**src/rtl/mna_irq_ctrl.sv**
```systemverilog
// Interrupt aggregator for NUM_CH DMA channels with an APB register file (RAW/ENABLE/MASKED/COAL_CFG).
// Define MNA_IRQ_COALESCE_EN to add done-interrupt coalescing (count threshold plus timeout).
module mna_irq_ctrl #(
    parameter int NUM_CH = 4
) (
    input  logic              i_apb_pclk,
    input  logic              i_apb_prstn,
    input  logic [NUM_CH-1:0] i_irq_done,
    input  logic [NUM_CH-1:0] i_irq_err,
    input  logic              i_apb_psel,
    input  logic              i_apb_penable,
    input  logic              i_apb_pwrite,
    input  logic [11:0]       i_apb_paddr,
    input  logic [31:0]       i_apb_pwdata,
    output logic [31:0]       o_apb_prdata,
    output logic [NUM_CH-1:0] o_irq_done,
    output logic [NUM_CH-1:0] o_irq_err,
    output logic              o_irq
);

    localparam logic [15:0] CH_MASK   = 16'((32'd1 << NUM_CH) - 32'd1);
    localparam logic [31:0] MAP_MASK  = {CH_MASK, CH_MASK};
    localparam logic [11:0] ADDR_RAW  = 12'h000;
    localparam logic [11:0] ADDR_EN   = 12'h004;
    localparam logic [11:0] ADDR_MSK  = 12'h008;
    localparam logic [11:0] ADDR_COAL = 12'h00C;

    logic [31:0]       src, prev_q, set_ev, w1c;
    logic [31:0]       raw_q, raw_d, en_q, en_d, masked;
    logic [31:0]       coal_rd;
    logic              armed_q;
    logic              wr_en;
    logic [NUM_CH-1:0] irq_done_q, irq_err_q;
    logic              irq_q, irq_d;

    // Done sources occupy bits [NUM_CH-1:0], err sources bits [16 +: NUM_CH].
    always_comb begin
        src                = '0;
        src[NUM_CH-1:0]    = i_irq_done;
        src[16 +: NUM_CH]  = i_irq_err;
    end

    // armed_q blocks edge detection on the first cycle after reset so that
    // sources already high at release only load prev_q.
    assign set_ev = armed_q ? (src & ~prev_q & MAP_MASK) : '0;
    assign wr_en  = i_apb_psel & i_apb_penable & i_apb_pwrite;
    assign w1c    = (wr_en && i_apb_paddr == ADDR_RAW) ? i_apb_pwdata : '0;
    assign raw_d  = ((raw_q & ~w1c) | set_ev) & MAP_MASK;
    assign en_d   = (wr_en && i_apb_paddr == ADDR_EN) ? (i_apb_pwdata & MAP_MASK) : en_q;
    assign masked = raw_q & en_q;

`ifdef MNA_IRQ_COALESCE_EN
    logic [23:0] coal_q, coal_d;
    logic [7:0]  cnt_q, cnt_d, thr;
    logic [15:0] tmr_q, tmr_d, tmo;
    logic        fire_q, fire_d, fire_c;
    logic [4:0]  new_cnt;
    logic [8:0]  sum;

    always_comb begin
        coal_d  = (wr_en && i_apb_paddr == ADDR_COAL) ? i_apb_pwdata[23:0] : coal_q;
        thr     = (coal_q[7:0] == 8'd0) ? 8'd1 : coal_q[7:0];
        tmo     = coal_q[23:8];
        new_cnt = '0;
        for (int i = 0; i < NUM_CH; i++) begin
            new_cnt = new_cnt + 5'(set_ev[i] & en_q[i]);
        end
        sum    = {1'b0, cnt_q} + {4'b0, new_cnt};
        fire_c = fire_q | (cnt_q >= thr) |
                 ((tmo != 16'd0) && (cnt_q != 8'd0) && (tmr_q == tmo));
        // Once no masked done bit remains the window closes; events arriving in
        // that same cycle open the next window.
        if (masked[NUM_CH-1:0] == '0) begin
            cnt_d  = {3'b0, new_cnt};
            tmr_d  = '0;
            fire_d = 1'b0;
        end else begin
            cnt_d  = sum[8] ? 8'hFF : sum[7:0];
            tmr_d  = (cnt_q == 8'd0) ? 16'd0 :
                     (tmr_q == 16'hFFFF) ? tmr_q : tmr_q + 16'd1;
            fire_d = fire_c;
        end
        irq_d   = (|masked[16 +: NUM_CH]) | (fire_c & (|masked[NUM_CH-1:0]));
        coal_rd = {8'b0, coal_q};
    end

    always_ff @(posedge i_apb_pclk or negedge i_apb_prstn) begin
        if (!i_apb_prstn) begin
            coal_q <= '0;
            cnt_q  <= '0;
            tmr_q  <= '0;
            fire_q <= 1'b0;
        end else begin
            coal_q <= coal_d;
            cnt_q  <= cnt_d;
            tmr_q  <= tmr_d;
            fire_q <= fire_d;
        end
    end
`else
    assign irq_d   = |masked;
    assign coal_rd = '0;
`endif

    always_comb begin
        o_apb_prdata = '0;
        if (i_apb_psel && !i_apb_pwrite) begin
            case (i_apb_paddr)
                ADDR_RAW:  o_apb_prdata = raw_q;
                ADDR_EN:   o_apb_prdata = en_q;
                ADDR_MSK:  o_apb_prdata = masked;
                ADDR_COAL: o_apb_prdata = coal_rd;
                default:   o_apb_prdata = '0;
            endcase
        end
    end

    always_ff @(posedge i_apb_pclk or negedge i_apb_prstn) begin
        if (!i_apb_prstn) begin
            prev_q     <= '0;
            armed_q    <= 1'b0;
            raw_q      <= '0;
            en_q       <= '0;
            irq_done_q <= '0;
            irq_err_q  <= '0;
            irq_q      <= 1'b0;
        end else begin
            prev_q     <= src;
            armed_q    <= 1'b1;
            raw_q      <= raw_d;
            en_q       <= en_d;
            irq_done_q <= masked[NUM_CH-1:0];
            irq_err_q  <= masked[16 +: NUM_CH];
            irq_q      <= irq_d;
        end
    end

    assign o_irq_done = irq_done_q;
    assign o_irq_err  = irq_err_q;
    assign o_irq      = irq_q;

endmodule

```
**config.mk**
```make
export PLATFORM = sky130hd
export DESIGN_NAME = mna_irq_ctrl
export DESIGN_NICKNAME = d
export VERILOG_FILES = /design/src/rtl/mna_irq_ctrl.sv
export SDC_FILE = /design/constraint.sdc
export NUM_CORES = 1
export LEC_CHECK = 0
export ABC_CLOCK_PERIOD_IN_PS = 5300
export CAP_MARGIN = 10
export CORE_UTILIZATION = 40
export DETAILED_ROUTE_END_ITERATION = 10
export PLACE_DENSITY_LB_ADDON = 0.1
export SYNTH_ARGS = -nofsm -noshare
export SYNTH_HDL_FRONTEND = slang
export SYNTH_SLANG_ARGS = --single-unit
export TNS_END_PERCENT = 10
```
**constraint.sdc**
```tcl
create_clock -name i_apb_pclk -period 5.3 [get_ports i_apb_pclk]
set_input_delay 1.06 -clock i_apb_pclk [delete_from_list [all_inputs] [get_ports i_apb_pclk]]
set_output_delay 1.06 -clock i_apb_pclk [all_outputs]
set_load 0.005 [all_outputs]
```
Yosys cells after proc, flatten, opt, wreduce, memory -nomap -nowiden

Index checks and enable logic that the tools add are counted.
W data, S select, Z words.

Bits in read-only memories: 0
Flip-flop bits (word level): 34
Memory bits (writable): 0
Latch bits: 0
Input bits: 57
Memories: 0
Output and inout bits: 41

Bitwise operators: 8
Reductions and logical operators: 6
Shift operators: 0
Muxes and demuxes: 4
Add/sub/neg operators: 0
Magnitude comparators: 0
$mul: 0
Equal/unequal tests: 2
Divide/modulo/power cells: 0

Operators by type and width:

| kind                  | number |
|---|---|
| $and A20 B20 Y20      | 3 |
| $pmux W20 S3          | 1 |
| $mux W20              | 2 |
| $not A20 Y20          | 2 |
| $mux W32              | 1 |
| $reduce_or A32 Y1     | 1 |
| $or A20 B20 Y20       | 1 |
| $eq A12 B3 Y1 const B | 1 |
| $eq A12 B4 Y1 const B | 1 |
| $logic_not A12 Y1     | 1 |
| $logic_and A1 B1 Y1   | 3 |
| $and A1 B1 Y1         | 2 |
| $logic_not A1 Y1      | 1 |

Depth between registers and ports, before layout

Depth after elaboration: 7
Mapped depth: 4
Mapped depth without buffers: 3

Worst setup path after synthesis

No wires, ideal clock.

Kind: input -> output
Start point: input port i_apb_paddr[1]
End point: output port o_apb_prdata[0]
Stages: 4
Slack: 1.796 ns
Buffers on the path: 1
Arrival time: 2.444 ns
Cells stage by stage: or4_4 > or4b_1 > clkbuf_1 > a21oi_1

Cells in the longest elaborated chain, start to end: 3
Elaborated cells between the ends (all ways): 5
Those cells by class: 2 x eq/ne; 2 x mux; 1 x reduce/logical

RTL lines:

| item                                  | line | source |
|---|---|---|
| from (decl)                           | 13   | `input logic [11:0] i_apb_paddr,` |
| $eq A12 B4 Y1 (tied with other cells) | 108  | `case (i_apb_paddr)` |
| $pmux W20 S3 (*)                      | 108  |  |
| $mux W32 (*)                          | 107  | `if (i_apb_psel && !i_apb_pwrite) begin` |
| to (decl)                             | 15   | `output logic [31:0] o_apb_prdata,` |

Every way passes the cells marked *; elsewhere a longest branch is shown, timed or not.

Worst setup path after layout

Start point: input port i_apb_paddr[1]
End point: output port o_apb_prdata[1]

The elaborated chain is that of the path after synthesis.

==> summary.md <==
| Metric | Value |
|---|---|
| Detailed Route Iter0 Violations | 40 |
| ANT cells | 0 |
| TritonRoute pass-1 iters | 4 |
| Die area | 4432 um2 |
| Setup Crit Path Kind | input port to output pin |
| Synth-to-layout area growth | 33.23% |
| Mean Syn Cell Area | 11.19 um2 |
| FILL cells | 364 |
| DP Worst Slack | 0.7265 ns |
| Clock Sinks | 34 |
| Clock-pin slew on the worst setup and hold paths | 0.06 ns |
| Max VDD drop | 0.1710 mV |
| Hold Buf Count CTS | 0 |
| Fin. Hold Viols | 0 |
| PortBufs | 49 |
| Leak | 0.0009595 uW |
| Final ANT Viol Nets | 0 |
| Cells after Synth | 149 |
| Count of final setup violators | 0 |
| Syn. warnings | 0 |
| Post-layout min period | 4.540 ns |
| Most frequent cells in the layout | clkdlybuf4s50_1, dfrtp_1, conb_1, nor2b_1 |
| Status | completed |
| # H-tree levels | 2 |
| Post-cts sizing count | 0 |
| Die height | 66.57 um |
| CTS tree | built |
| CTS Buf Count | 5 |
| Req. time, crit path | 4.24 ns |
| Post-synthesis cell area | 1668 um2 |
| Slew headroom | 53.50% |
| Net count, final | 258 |
| Routability cong. | 0.7157 |
| Vias in the first global route | 1186 |
| RSZ-0062 raised after global routing | no |
| Clk buf depth | 2 |
| DRC Markers | 0 |
| Routed WL | 3495 um |
| Setup slack after layout | 0.7602 ns |
| I/O pin count | 98 |
| Clk_lat worst skew | 0.28 ns |
| Core Region | 4000 um2 |
| DP Wirelength | 2627 um |
| CTS root buf | clkbuf_8 |
| Crit Path Max Fanout | 8 |
| Via density per instance | 4.722 |
| Vias | 1190 |
| Fin util | 55.55% |
| Final setup skew | 0.003504 ns |
| Critical path launch point type | input port |
| Max Cap Violations | 0 |
| Design Area, Final | 2222 um2 |
| Number of non-filler instances in the completed layout | 252 |
| Commonest non-fill, non-tap cell in the layout | clkdlybuf4s50_1 |
| Drt wl/cell | 13.87 um |
| Global-route wire length before repair | 5616 um |
| CP Capture Type | output pin |
| Rows | 23 |
| GRT overflow | 0 |
| Postcts setup bufs | 0 |
| Hold Path Class | register to register |
| Pwr dens | 241.1 nW/um2 |
| Register area share after synthesis | 51.01% |
| Register area | 850.8 um2 |
| Post-synthesis register bit count | 34 |
| DP Area | 2112 um2 |
| Setup TNS | 0 ns |
| Layout cell share with drive strength beyond 1 | 10.89% |
| Slew Viols, Final | 0 |
| Final period util | 85.66% |
| Fmax | 0.2203 GHz |
| Die span in x | 66.57 um |
| Initial Utilization | 41.70% |
| Initial antenna violation count | 0 |
| Multi-input logic area | 689.4 um2 |
| Worst-margin pin slew | 0.6923 ns |
| Yosys cell types | 26 |
| Placed cell count | 244 |
| Overall global routing resource usage | 17.61% |
| Arrival @ worst endpoint | 3.48 ns |
| Largest net degree at the start of global routing | 35 |
## flip-flops by register name (all words and copies together) (netlist names)
name        flops
en_q            8
prev_q          8
o_irq_done      4
o_irq_err       4
raw_q           8
armed_q         1
o_irq           1
## critical path, cell delays in order
cell and delay [ns]:
clkdlybuf4s50_1 0.39, or4_4 0.57, or4b_1 0.72, a21oi_1 0.21, clkdlybuf4s50_1 0.53
## path summary, 6_finish.rpt
check                                from         endpoint  slack, ns  depth (start not counted)
max                        i_apb_paddr[1]  o_apb_prdata[1]       0.76                          5
min                              en_q[18]         en_q[18]       0.53                          1
max reg2reg                     raw_q[16]            o_irq       3.56                          3
min reg2reg                      en_q[18]         en_q[18]       0.53                          1
max in group asynchronous     i_apb_prstn     o_irq_err[1]       3.81                          2
min in group asynchronous     i_apb_prstn        prev_q[0]       1.18                          2
## area by class of cell
class	count	area share, %
Sequential cell	34	38.29
Multi-Input combinational cell	107	31.02
Timing Repair Buffer	50	22.41
Clock buffer	8	4.955
Tap cell	50	2.815
Inverter	3	0.5068
## Yosys cell counts
cell       n  area, um2
and2_1     8      50.05
nand2b_1   2      12.51
o211ai_1   3      22.52
mux2_2     8      90.09
o22ai_1    1      6.260
or2_2      1      6.260
or3_1      1      6.260
a221o_1    7      70.07
clkbuf_1   3      11.26
or4b_1     3      30.03
buf_4     24      180.2
o21ai_0    3      15.01
nor2b_1   18      112.6
a21o_2     1      8.760
dfrtp_1   34      850.8
conb_1     2      7.510
nand2_1    7      26.28
buf_6      1      11.26
nor4_4     1      21.27
inv_1      3      11.26
a32oi_1    2      17.52
or4_1      3      22.52
nand4b_1   1      8.760
nor2_1     3      11.26
or4_4      2      22.52
a21oi_1    7      35.03
## power breakdown
group,switching (uW),internal [uW]
clock,89.7,131
combinational,22.4,27.4
sequential,2.11,263
## metrics by stage
| step | total power [uW] | hold slack [ns] |
|---|---|---|
| 3_5_place_dp | 320.2 | 0.5211 |
| 6_report | 535.8 | 0.5346 |
| 2_1_floorplan | 297.3 | 0.4800 |
| 5_1_grt | 559.5 | 0.5702 |
| 4_1_cts | 540.5 | 0.5364 |
| 3_3_place_gp | 318.5 | 0.5081 |
## kinds of logic after synthesis
| kind of cell | Yosys count | share of synthesized area (%) |
|---|---|---|
| AO/OA/AOI/OAI | 24 | 10.50 |
| flip-flops | 34 | 51.01 |
| AND/OR/NAND/NOR | 50 | 19.81 |
| buffers and inverters | 31 | 12.83 |
| other | 2 | 0.4503 |
| multiplexers | 8 | 5.402 |
## routing by layer
metal	GRT usage, %	share of wire, %	wire length (um)
met4	6.649	1.3	44
met5	0	0	0
met1	22.11	42	1468
met3	4.966	4.8	169
met2	28.54	52	1813
No activity file was read; power rests on OpenSTA's default activity.
